$ cat src/rtl/io_uart_pkg.sv
// Shared constants for the memory-mapped UART transmitter: register map,
// load/store size codes, transmit FSM states and STATUS bit positions.
package io_uart_pkg;

    localparam logic [1:0] REG_TXDATA  = 2'd0;
    localparam logic [1:0] REG_STATUS  = 2'd1;
    localparam logic [1:0] REG_DIVISOR = 2'd2;
    localparam logic [1:0] REG_RSVD    = 2'd3;

    localparam logic [2:0] SZ_B  = 3'b000;
    localparam logic [2:0] SZ_H  = 3'b001;
    localparam logic [2:0] SZ_W  = 3'b010;
    localparam logic [2:0] SZ_BU = 3'b100;
    localparam logic [2:0] SZ_HU = 3'b101;

    typedef enum logic [1:0] {
        S_IDLE  = 2'd0,
        S_START = 2'd1,
        S_DATA  = 2'd2,
        S_STOP  = 2'd3
    } tx_state_e;

    localparam int STAT_EMPTY   = 0;
    localparam int STAT_FULL    = 1;
    localparam int STAT_BUSY    = 2;
    localparam int STAT_OVF     = 3;
    localparam int STAT_CNT_LSB = 8;

endpackage

$ cat src/rtl/io_tx_fifo.sv
// Byte-wide TX FIFO. A push while full is accepted only when a pop happens on
// the same edge; a pop while empty is ignored.
module io_tx_fifo #(
    parameter int DEPTH = 4
) (
    input  logic                         clk,
    input  logic                         rst,
    input  logic                         push_i,
    input  logic [7:0]                   din_i,
    input  logic                         pop_i,
    output logic [7:0]                   dout_o,
    output logic                         full_o,
    output logic                         empty_o,
    output logic [$clog2(DEPTH+1)-1:0]   count_o
);
    localparam int AW = (DEPTH > 1) ? $clog2(DEPTH) : 1;
    localparam int CW = $clog2(DEPTH + 1);

    logic [7:0]    mem_q [DEPTH];
    logic [AW-1:0] wr_ptr_q, rd_ptr_q;
    logic [CW-1:0] count_q;
    logic          do_push, do_pop;

    assign empty_o = (count_q == '0);
    assign full_o  = (count_q == CW'(DEPTH));
    assign count_o = count_q;
    assign dout_o  = mem_q[rd_ptr_q];

    assign do_pop  = pop_i && !empty_o;
    assign do_push = push_i && (!full_o || do_pop);

    always_ff @(posedge clk) begin
        if (do_push) begin
            mem_q[wr_ptr_q] <= din_i;
        end
    end

    always_ff @(posedge clk or posedge rst) begin
        if (rst) begin
            wr_ptr_q <= '0;
            rd_ptr_q <= '0;
            count_q  <= '0;
        end else begin
            if (do_push) wr_ptr_q <= wr_ptr_q + AW'(1);
            if (do_pop)  rd_ptr_q <= rd_ptr_q + AW'(1);
            case ({do_push, do_pop})
                2'b10:   count_q <= count_q + CW'(1);
                2'b01:   count_q <= count_q - CW'(1);
                default: count_q <= count_q;
            endcase
        end
    end

endmodule

$ cat src/rtl/io_uart_tx.sv
// UART transmitter on the CPU IO bus: register decode, combinational read mux,
// TX FIFO and an 8N1 bit-timer FSM driving a registered serial line.
module io_uart_tx
    import io_uart_pkg::*;
#(
    parameter logic [31:0] ADDR_BASE   = 32'h0000_8000,
    parameter int          FIFO_DEPTH  = 4,
    parameter logic [15:0] DEFAULT_DIV = 16'd16
) (
    input  logic        clk,
    input  logic        rst,
    input  logic [31:0] io_address,
    input  logic [31:0] io_write_value,
    output logic [31:0] io_read_value,
    input  logic        io_write_en,
    input  logic        io_read_en,
    input  logic [2:0]  io_data_size,
    output logic        uart_tx,
    output logic        tx_irq
);
    localparam int CW = $clog2(FIFO_DEPTH + 1);

    logic          sel;
    logic [1:0]    reg_idx;
    logic          wr_sel;
    logic          push_req, push_ok, pop;
    logic [7:0]    fifo_dout;
    logic          fifo_full, fifo_empty;
    logic [CW-1:0] fifo_count;

    logic          overflow_q;
    logic [15:0]   div_q, div_eff;

    tx_state_e     state_q;
    logic [15:0]   timer_q, bit_div_q;
    logic [2:0]    bit_cnt_q;
    logic [7:0]    shift_q;
    logic          tx_q, irq_q;
    logic          bit_done;

    logic [31:0]   reg_val, sized_val;
    logic          unused_bits;

    assign sel      = (io_address[31:4] == ADDR_BASE[31:4]);
    assign reg_idx  = io_address[3:2];
    assign wr_sel   = io_write_en && sel;
    assign push_req = wr_sel && (reg_idx == REG_TXDATA);
    assign pop      = (state_q == S_IDLE) && !fifo_empty;
    assign push_ok  = push_req && (!fifo_full || pop);

    assign unused_bits = ^{io_address[1:0], io_write_value[31:16]};

    io_tx_fifo #(.DEPTH(FIFO_DEPTH)) u_fifo (
        .clk     (clk),
        .rst     (rst),
        .push_i  (push_ok),
        .din_i   (io_write_value[7:0]),
        .pop_i   (pop),
        .dout_o  (fifo_dout),
        .full_o  (fifo_full),
        .empty_o (fifo_empty),
        .count_o (fifo_count)
    );

    always_ff @(posedge clk or posedge rst) begin
        if (rst) begin
            overflow_q <= 1'b0;
            div_q      <= DEFAULT_DIV;
        end else begin
            if (push_req && !push_ok) begin
                overflow_q <= 1'b1;
            end else if (wr_sel && reg_idx == REG_STATUS && io_write_value[STAT_OVF]) begin
                overflow_q <= 1'b0;
            end
            if (wr_sel && reg_idx == REG_DIVISOR) begin
                if (io_data_size == SZ_B || io_data_size == SZ_BU) begin
                    div_q[7:0] <= io_write_value[7:0];
                end else begin
                    div_q <= io_write_value[15:0];
                end
            end
        end
    end

    assign div_eff  = (div_q == 16'd0) ? 16'd1 : div_q;
    assign bit_done = (timer_q == bit_div_q - 16'd1);

    // Each bit latches its own length, so a divisor change lands on the next bit.
    always_ff @(posedge clk or posedge rst) begin
        if (rst) begin
            state_q   <= S_IDLE;
            timer_q   <= 16'd0;
            bit_div_q <= 16'd1;
            bit_cnt_q <= 3'd0;
            shift_q   <= 8'd0;
            tx_q      <= 1'b1;
            irq_q     <= 1'b1;
        end else begin
            irq_q <= fifo_empty && (state_q == S_IDLE);
            case (state_q)
                S_IDLE: begin
                    tx_q <= 1'b1;
                    if (pop) begin
                        shift_q   <= fifo_dout;
                        timer_q   <= 16'd0;
                        bit_div_q <= div_eff;
                        tx_q      <= 1'b0;
                        state_q   <= S_START;
                    end
                end
                S_START: begin
                    if (bit_done) begin
                        timer_q   <= 16'd0;
                        bit_div_q <= div_eff;
                        bit_cnt_q <= 3'd0;
                        tx_q      <= shift_q[0];
                        shift_q   <= {1'b0, shift_q[7:1]};
                        state_q   <= S_DATA;
                    end else begin
                        timer_q <= timer_q + 16'd1;
                    end
                end
                S_DATA: begin
                    if (bit_done) begin
                        timer_q   <= 16'd0;
                        bit_div_q <= div_eff;
                        if (bit_cnt_q == 3'd7) begin
                            tx_q    <= 1'b1;
                            state_q <= S_STOP;
                        end else begin
                            bit_cnt_q <= bit_cnt_q + 3'd1;
                            tx_q      <= shift_q[0];
                            shift_q   <= {1'b0, shift_q[7:1]};
                        end
                    end else begin
                        timer_q <= timer_q + 16'd1;
                    end
                end
                S_STOP: begin
                    if (bit_done) begin
                        timer_q <= 16'd0;
                        tx_q    <= 1'b1;
                        state_q <= S_IDLE;
                    end else begin
                        timer_q <= timer_q + 16'd1;
                    end
                end
                default: state_q <= S_IDLE;
            endcase
        end
    end

    assign uart_tx = tx_q;
    assign tx_irq  = irq_q;

    always_comb begin
        reg_val = 32'd0;
        case (reg_idx)
            REG_STATUS: begin
                reg_val[STAT_CNT_LSB +: 4] = 4'(fifo_count);
                reg_val[STAT_OVF]          = overflow_q;
                reg_val[STAT_BUSY]         = (state_q != S_IDLE);
                reg_val[STAT_FULL]         = fifo_full;
                reg_val[STAT_EMPTY]        = fifo_empty;
            end
            REG_DIVISOR: reg_val = {16'd0, div_q};
            default:     reg_val = 32'd0;
        endcase
    end

    always_comb begin
        case (io_data_size)
            SZ_B:    sized_val = {{24{reg_val[7]}}, reg_val[7:0]};
            SZ_H:    sized_val = {{16{reg_val[15]}}, reg_val[15:0]};
            SZ_BU:   sized_val = {24'd0, reg_val[7:0]};
            SZ_HU:   sized_val = {16'd0, reg_val[15:0]};
            default: sized_val = reg_val;
        endcase
    end

    assign io_read_value = (io_read_en && sel) ? sized_val : 32'd0;

endmodule
$ cat config.mk
export PLATFORM = sky130hd
export DESIGN_NAME = io_uart_tx
export DESIGN_NICKNAME = d
export VERILOG_FILES = /design/src/rtl/io_uart_pkg.sv /design/src/rtl/io_tx_fifo.sv /design/src/rtl/io_uart_tx.sv
export SDC_FILE = /design/constraint.sdc
export NUM_CORES = 1
export LEC_CHECK = 0
export ABC_AREA = 1
export BUFFER_PORTS_ARGS = -buffer_cell sky130_fd_sc_hd__buf_2
export CAP_MARGIN = 20
export CELL_PAD_IN_SITES_DETAIL_PLACEMENT = 0
export CELL_PAD_IN_SITES_GLOBAL_PLACEMENT = 1
export CORE_MARGIN = 4
export CORE_UTILIZATION = 42
export DETAILED_ROUTE_END_ITERATION = 16
export PLACE_DENSITY = 0.83
export SLEW_MARGIN = 10
export SYNTH_ARGS = -nofsm -noshare
export SYNTH_HDL_FRONTEND = slang
export SYNTH_HIERARCHICAL = 1
export SYNTH_SLANG_ARGS = --single-unit
$ cat constraint.sdc
create_clock -name clk -period 5.07 [get_ports clk]
set_input_delay 1.521 -clock clk [delete_from_list [all_inputs] [get_ports clk]]
set_output_delay 1.521 -clock clk [all_outputs]
set_load 0.03 [all_outputs]
==> flow_metrics.tcl, run 1 <==
set metrics [dict create \
    cts_resized 0 \
    dp_cells 985 \
    die_x_um 127.4 \
    first_pass_iters 4 \
    synth_ff_type "dfrtp_1" \
    finalSetupViolations 0 \
    worstPathCellList "buf_2, inv_1, ha_1, inv_1, nor4_1, clkinv_1, a21oi_2, buf_2" \
    synth_cell_type_count 43 \
    critPathMaxStageDelay_ns 0.39 \
    crit_cells 8 \
    async_flop_share_pct 68.93 \
    start_util_pct 42.96 \
    syn_area_um2 5987 \
    fin_crit_ns 4.618 \
    path_clk_slew_ns 0.08 \
    drc 0 \
    antenna_found_initial 0 \
    cts_root_buf "clkbuf_16" \
    maxCapViolations 0 \
    cp_num_buf_inv 5 \
    path_max_fanout 16 \
    worst-r2r-setup-slack_ns 1.91 \
    ys_ff_latch 103 \
    synth_edf_count 32 \
    synth-seq-area-share_pct 45.81 \
    clk_latency_ns 0.35 \
    ios 105 \
    finalHoldViolations 0 \
    outcome "finished, final reports clean" \
    period_share_pct 91.09 \
    endpoint_kind "output pin" \
    crit_family "buffers and inverters" \
    synthToLayoutAreaGrowth_pct 13.42 \
    wl_per_cell_um 13.69 \
    cp.required_ns 3.55 \
    grt_max_degree 38 \
    dp_hpwl_um 10710 \
    detail-route-antenna-nets 0 \
    cts_sinks 103 \
    cts_max_path_buffers 2 \
    clock_skew_ns 0.01109 \
    worstMarginPinSlew_ns 0.7799 \
    rows 43 \
    viasPerCell 5.014 \
    diodes 0 \
    grt_use_total_pct 17.71 \
    leakage_nw 3.349 \
    rsz0062_at_grt "no" \
    num-nets-final 904 \
    crit_slowest_cell "a21oi_2" \
    design.core.area_um2 13930 \
    drive_gt1_share_pct 17.78 \
    yosys_warnings 6 \
    critPathArrivalTime_ns 3.10 \
    vias 5019 \
    syn_nets 837 \
    r2r_end "u_fifo/mem_q[0][3]$_DFFE_PP_" \
    rr_worst_depth 8 \
    routed_wl_um 13700 \
    hold_start "shift_q[4]$_DFFE_PP0P_" \
    ir_worst_vdd_uv 159.9 \
    r2r-start "state_q[0]$_DFFE_PP0P_" \
    cts_tree "done" \
    min_path_cells 2 \
    dieArea_um2 16230 \
    worstSetupStartpointType "input pin" \
    path_class "in -> out" \
    hold_class "reg -> reg" \
    place_congestion 0.8089 \
    port_buffers 86 \
    overflow 0 \
    avgSynthCellArea_um2 7.993 \
    powerDensity_nw_per_um2 239.3 \
    htree_levels 3 \
    postCtsSetupRepairBufs 0 \
    slew_violations 0 \
    cts_hold_buf 0 \
    final_common_cell "nand2_1" \
    min_to "shift_q[4]$_DFFE_PP0P_" \
    setup_tns_ns 0 \
    drtIter0Drc 286 \
    fmax_mhz 216.5 \
    maxSlewHeadroom_pct 47.82 \
    layout.cells.non_filler 1001 \
    final_cell_mix "nand2_1, buf_2, nor2_1, dfrtp_1" \
    synth_cells 749 \
    cts_made_buffers 9 \
    die_y_um 127.4 \
    grt_pass1_vias 5011 \
    grt_pass1_wl_um 23380 \
]
[power by group]
group,switching (mW),internal (mW)
Combinational,0.0323,0.0197
Clock,0.356,0.361
Sequential,0.0000000311,0.856
[per-layer routing]
layer  vias to the layer above  global-route usage, %  wire [um]
met5                         -                      0          0
met4                         0                  4.921        243
met3                        17                  3.219        689
met2                       139                  29.39       6351
met1                      2311                  23.87       6414
li1                       2552                      -          -
[area by class of cell]
class                      instances  area [um2]
clock buffer                       9       225.2
clock inverter                     7       91.34
fill                            1340        7144
inverter                          72       270.3
multi-input combinational        537        2753
sequential                       103        2743
tap                              180       225.2
timing repair buffer              93       483.0
[worst min-delay path: stages, from the launching register on]
cell	delay, ns
dfrtp_1	0.35
nand2_1	0.05
nand2_1	0.05
[cell families (layout without fill, tap and decap cells)]
kind of cell             after synthesis  in the layout  share of synthesized area [%]
adder cells (fa/ha/maj)               17             17                          3.678
XOR/XNOR                              30             30                          4.514
buffers and inverters                109            181                          8.276
flip-flops                           103            103                          45.81
AND/OR/NAND/NOR                      413            413                          30.34
AO/OA/AOI/OAI                         77             77                          7.377
[flip-flops by register name, indices dropped and copies added, names as in the netlist]
register	count
div_q	16
overflow_q	1
tx_irq	1
u_fifo/rd_ptr_q	2
uart_tx	1
bit_div_q	16
shift_q	8
state_q	2
bit_cnt_q	3
u_fifo/wr_ptr_q	2
timer_q	16
u_fifo/count_o	3
u_fifo/mem_q	32
[cell usage after synthesis (5+ instances only)]
cell      count  share of area, %
nand2_2       8              0.84
xor2_1       20               2.9
nand4_1       9              0.94
xnor2_1       9               1.3
ha_1         16               3.3
buf_2         6              0.50
nor3_1        7              0.59
edfxtp_1     32                16
nand3b_1      5              0.63
inv_1        65               4.1
dfrtp_1      67                28
nor4_1        8              0.84
o21ai_0      30               2.5
nor2_2        9              0.94
nand2_1     222                14
a21oi_1      17               1.4
buf_4        17               2.1
clkbuf_1     12              0.75
nand3_1      64               5.4
nor2_1       68               4.3
o22ai_1      17               1.8
[metrics by stage]
step	worst slack, ns	utilization [%]	power [mW]	hold slack, ns	cell area [um2]
2_1_floorplan	0.1595	-	0.8927	0.4417	5991
3_3_place_gp	0.4179	46.46	0.9262	0.4546	6474
3_5_place_dp	0.3797	46.46	0.9272	0.4604	6474
4_1_cts	0.3786	48.73	1.640	0.4803	6790
5_1_grt	0.1922	48.73	1.680	0.5016	6790
6_report	0.4517	48.73	1.625	0.4785	6790
[worst max path at each step]
| stage | start | endpoint |
|---|---|---|
| 5_1_grt | io_address[2] | io_read_value[20] |
| 6_report | io_address[2] | io_read_value[29] |
| 2_1_floorplan | io_address[2] | io_read_value[17] |
| 3_3_place_gp | io_address[11] | io_read_value[16] |
| 4_1_cts | io_address[11] | io_read_value[29] |
| 3_5_place_dp | io_address[11] | io_read_value[29] |
(Power assumes the default switching activity.)
==> inputs of run 2 (changes only) <==
clock period = 5.27 ns   (was 5.07 ns; I/O delays follow)
==> run 2 against run 1 <==
Clock power fell by 6.0%. Final area fell by 0.29%. Setup slack got worse by 0.098 ns. Via count rose by 0.36%. First-iteration DRC count fell by 7.7%. Sequential share of layout area rose by 0.12 points. Critical path depth did not move. Critical endpoint is now io_read_value[27].
==> flow_metrics.tcl, run 2 (same netlist as run 1, synthesis figures left out) <==
set metrics [dict create \
    dp_hpwl_um 10680 \
    power_mw 1.547 \
    start_util_pct 42.96 \
    largest_reg_flops 32 \
    viasPerCell 5.037 \
    placed_area_um2 6466 \
    critPathArrivalTime_ns 3.34 \
    cts_hold_buf 0 \
    ir_worst_vdd_uv 132.5 \
    finish.utilization_pct 48.59 \
    crit_slowest_cell "a21oi_2" \
    worstSetupStartpointType "input pin" \
    grt_use_total_pct 18.03 \
    cts_tree "done" \
    fin_ws_ns 0.3534 \
    cp_num_buf_inv 5 \
    layout.cells.non_filler 1000 \
    path_clk_slew_ns 0.07 \
    hold_slack_ns 0.4774 \
    period_share_pct 93.29 \
    diodes 0 \
    rsz0062_at_grt "no" \
    fin_crit_ns 4.917 \
    path_max_fanout 16 \
    htree_levels 3 \
    finalHoldViolations 0 \
    maxSlewHeadroom_pct 40.78 \
    fmax_mhz 203.4 \
    clock_skew_ns 0.01031 \
    num-nets-final 903 \
    maxCapViolations 0 \
    synthToLayoutAreaGrowth_pct 13.08 \
    crit_family "buffers and inverters" \
    drive_gt1_share_pct 17.68 \
    routed_wl_um 13800 \
    finalSetupViolations 0 \
    slew_violations 0 \
    outcome "finished, final reports clean" \
    path_class "in -> out" \
    cp.required_ns 3.69 \
    setup_tns_ns 0 \
    clk_latency_ns 0.35 \
    cts_sinks 103 \
    antenna_found_initial 0 \
    dieArea_um2 16230 \
    cts_max_path_buffers 2 \
    rows 43 \
    dp_cells 984 \
    overflow 0 \
    drc 0 \
    grt_max_degree 42 \
    postCtsSetupRepairBufs 0 \
    dp_slack_ns 0.3532 \
    worstMarginPinSlew_ns 0.8870 \
    grt_pass1_vias 5110 \
    fin_area_um2 6770 \
    regMostFlops "u_fifo/mem_q" \
    design.core.area_um2 13930 \
    first_pass_iters 5 \
    fill_cells 1341 \
    cts_root_buf "clkbuf_16" \
    final_cell_mix "nand2_1, buf_2, nor2_1, dfrtp_1" \
    grt_pass1_wl_um 23810 \
    endpoint_kind "output pin" \
    port_buffers 86 \
    die_x_um 127.4 \
    wl_per_cell_um 13.80 \
    vias 5037 \
    powerDensity_nw_per_um2 228.5 \
    place_congestion 0.8235 \
    cts_resized 0 \
    drtIter0Drc 264 \
    final_common_cell "nand2_1" \
    worstPathCellList "buf_2, inv_1, ha_1, inv_1, nor4_1, clkinv_1, a21oi_2, buf_2" \
    ios 105 \
    leakage_nw 3.339 \
    hold_class "reg -> reg" \
    cts_made_buffers 9 \
    die_y_um 127.4 \
    critPathMaxStageDelay_ns 0.45 \
    detail-route-antenna-nets 0 \
]
-- run 2: worst paths after layout --
path | cells past startpoint | to | startpoint | slack (ns)
max | 8 | io_read_value[27] | io_address[2] | 0.35
min | 2 | shift_q[7]$_DFFE_PP0P_ | shift_q[7]$_DFFE_PP0P_ | 0.48
max reg2reg | 8 | u_fifo/mem_q[0][3]$_DFFE_PP_ | state_q[0]$_DFFE_PP0P_ | 2.07
min reg2reg | 2 | shift_q[7]$_DFFE_PP0P_ | shift_q[7]$_DFFE_PP0P_ | 0.48
max in group asynchronous | 3 | timer_q[5]$_DFFE_PP0P_ | rst | 2.99
min in group asynchronous | 2 | u_fifo/count_o[1]$_DFFE_PP0P_ | rst | 1.17
-- run 2: per-layer routing --
metal / part of all wire, % / global-route usage [%] / vias up
li1: - / - / 2558
met1: 47 / 24.14 / 2324
met2: 47 / 30.04 / 141
met3: 4.7 / 3.052 / 14
met4: 1.8 / 5.489 / 0
met5: 0 / 0 / -
-- run 2: worst reg2reg max path, cell delays in order, from the launching register on --
cell and delay (ns):
dfrtp_1 0.43, inv_1 0.12, ha_1 0.24, inv_1 0.11
nor2_1 0.58, nor2_1 0.13, nor2_1 0.34, o21ai_4 0.16
nor2_1 0.71
-- run 2: layout make-up --
| cell class | instances | area (um2) | area share, % |
|---|---|---|---|
| multi-input combinational | 537 | 2753 | 40.66 |
| sequential | 103 | 2743 | 40.51 |
| timing repair buffer | 92 | 475.5 | 7.023 |
| inverter | 72 | 270.3 | 3.992 |
| clock buffer | 9 | 225.2 | 3.327 |
| tap | 180 | 225.2 | 3.327 |
| clock inverter | 7 | 78.83 | 1.164 |
-- run 2: report_power, final --
part	switching, mW	total, mW	internal, mW
registers	0.0000000291	0.824	0.824
logic	0.0306	0.0494	0.0188
clock network	0.333	0.674	0.340
total	0.364	1.55	1.18
==> inputs of run 3 (changes only) <==
==> constraint.sdc (replaced) <==
create_clock -name clk -period 5.27 [get_ports clk]
set_input_delay 0.7905 -clock clk [delete_from_list [all_inputs] [get_ports clk]]
set_output_delay 0.7905 -clock clk [all_outputs]
set_load 0.03 [all_outputs]
==> run 3 against run 2 <==
Cell count down 0.30%. Sequential power about the same. Clock skew up 0.0014 ns. Global-route usage up 0.23 points. Combinational power about the same. Final area down 0.31%. Largest cell class unchanged. Wire length up 3.2%. Core utilization down 0.15 points.
==> flow_metrics.tcl, run 3 (same netlist as run 1, synthesis figures left out) <==
set metrics [dict create \
    rsz0062_at_grt "no" \
    worstPathCellList "buf_2, inv_1, ha_1, inv_1, nor4_1, clkinv_1, a21oi_1, buf_2" \
    gr-usage-met1_pct 25.09 \
    busiest_layer "met2" \
    antenna_found_initial 0 \
    die_y_um 127.4 \
    drtIter0Drc 385 \
    cts_root_buf "clkbuf_16" \
    port_buffers 86 \
    placed_area_um2 6440 \
    fin_ws_ns 1.213 \
    diodes 0 \
    endpoint_kind "output pin" \
    cts_max_path_buffers 2 \
    viasPerCell 5.050 \
    power_mw 1.553 \
    htree_levels 3 \
    p_sw_share_pct 23.78 \
    period_share_pct 76.99 \
    crit_start "io_address[2]" \
    fill_cells 1330 \
    hold_class "in -> async" \
    cts_made_buffers 9 \
    grt_pass1_wl_um 24070 \
    ir_worst_vdd_uv 149.9 \
    die_x_um 127.4 \
    grt_max_degree 65 \
    wl_per_cell_um 14.28 \
    detail-route-antenna-nets 0 \
    power.internal_mw 1.183 \
    dp_slack_ns 1.206 \
    first_pass_iters 5 \
    drive_gt1_share_pct 17.26 \
    cts_hold_buf 0 \
    powerDensity_nw_per_um2 230.0 \
    worstMarginPinSlew_ns 0.8405 \
    critPathArrivalTime_ns 3.27 \
    layout.cells.non_filler 997 \
    critPathMaxStageDelay_ns 0.65 \
    hold_slack_ns 0.3899 \
    finish.utilization_pct 48.43 \
    maxCapViolations 0 \
    path_class "in -> out" \
    fmax_mhz 246.5 \
    multi_input_area_um2 2749 \
    design.core.area_um2 13930 \
    drc 0 \
    power_frac_seq_pct 53.1 \
    finalSetupViolations 0 \
    path_clk_slew_ns 0.08 \
    overflow 0 \
    clkPwrFrac_pct 43.8 \
    cts_resized 0 \
    crit_slowest_cell "a21oi_1" \
    setup_tns_ns 0 \
    grt_pass1_vias 4969 \
    path_max_fanout 16 \
    slew_violations 0 \
    met3_usage_pct 2.968 \
    cp.required_ns 4.48 \
    ios 105 \
    postCtsSetupRepairBufs 0 \
    synthToLayoutAreaGrowth_pct 12.73 \
    dp_hpwl_um 10740 \
    start_util_pct 42.96 \
    vias 5035 \
    final_cell_mix "nand2_1, buf_2, nor2_1, dfrtp_1" \
    rows 43 \
    maxSlewHeadroom_pct 43.76 \
    dieArea_um2 16230 \
    num-nets-final 900 \
    leakage_nw 3.328 \
    cts_sinks 103 \
    dp_cells 981 \
    r2r-start "state_q[0]$_DFFE_PP0P_" \
    worstSetupStartpointType "input pin" \
    final_common_cell "nand2_1" \
    clk_latency_ns 0.35 \
    outcome "finished, final reports clean" \
    routed_wl_um 14240 \
    fin_crit_ns 4.057 \
    seqCellArea_um2 2743 \
    largest_reg_flops 32 \
    power.switching_uw 369.2 \
    finalHoldViolations 0 \
    clock_skew_ns 0.01175 \
    grt_use_met2_pct 30.57 \
    fin_area_um2 6749 \
    grt_use_total_pct 18.26 \
    place_congestion 0.8580 \
    cts_tree "done" \
    power_frac_comb_pct 3.2 \
    regMostFlops "u_fifo/mem_q" \
]
[run 3: cell types whose count changed in the layout (fill, tap and decap cells not counted), sizes merged]
cell / previous run / this run
clkinv: 5 / 6
inv: 74 / 73
buf: 92 / 89
[run 3: power by group through the flow]
stage | sequential, mW | clock, mW | combinational [mW]
6_report | 0.824 | 0.680 | 0.0491
2_1_floorplan | 0.841 | 0 | 0.0183
3_3_place_gp | 0.840 | 0 | 0.0491
4_1_cts | 0.824 | 0.687 | 0.0506
5_1_grt | 0.824 | 0.724 | 0.0560
3_5_place_dp | 0.840 | 0 | 0.0506
[run 3: area by class of cell]
type	instances	share of cell area (%)
Clock buffer	9	3.337
Clock inverter	7	1.242
Inverter	72	4.004
Multi-Input combinational cell	537	40.73
Sequential cell	103	40.64
Tap cell	180	3.337
Timing Repair Buffer	89	6.711
[run 3: worst max-delay path, delay by kind of cell]
family / cells / cell delay (ns)
buffers and inverters: 5 / 1.03
AO/OA/AOI/OAI: 1 / 0.65
adder cells (fa/ha/maj): 1 / 0.47
AND/OR/NAND/NOR: 1 / 0.32
[run 3: path summary, 6_finish.rpt]
kind                                                   to  slack (ns)  depth (start not counted)
max                                     io_read_value[18]        1.21                          8
max in group asynchronous            div_q[3]$_DFFE_PP0P_        4.03                          3
min                        u_fifo/wr_ptr_q[1]$_DFFE_PP0P_        0.39                          2
min in group clk                   shift_q[0]$_DFFE_PP0P_        0.48                          2
max reg2reg                  u_fifo/mem_q[0][2]$_DFFE_PP_        2.10                          8
min reg2reg                        shift_q[0]$_DFFE_PP0P_        0.48                          2
[run 3: routing by layer]
| metal | vias up | part of all wire (%) |
|---|---|---|
| li1 | 2542 | - |
| met1 | 2324 | 47 |
| met2 | 156 | 47 |
| met4 | 0 | 1.1 |
| met5 | - | 0 |
| met3 | 13 | 5.2 |
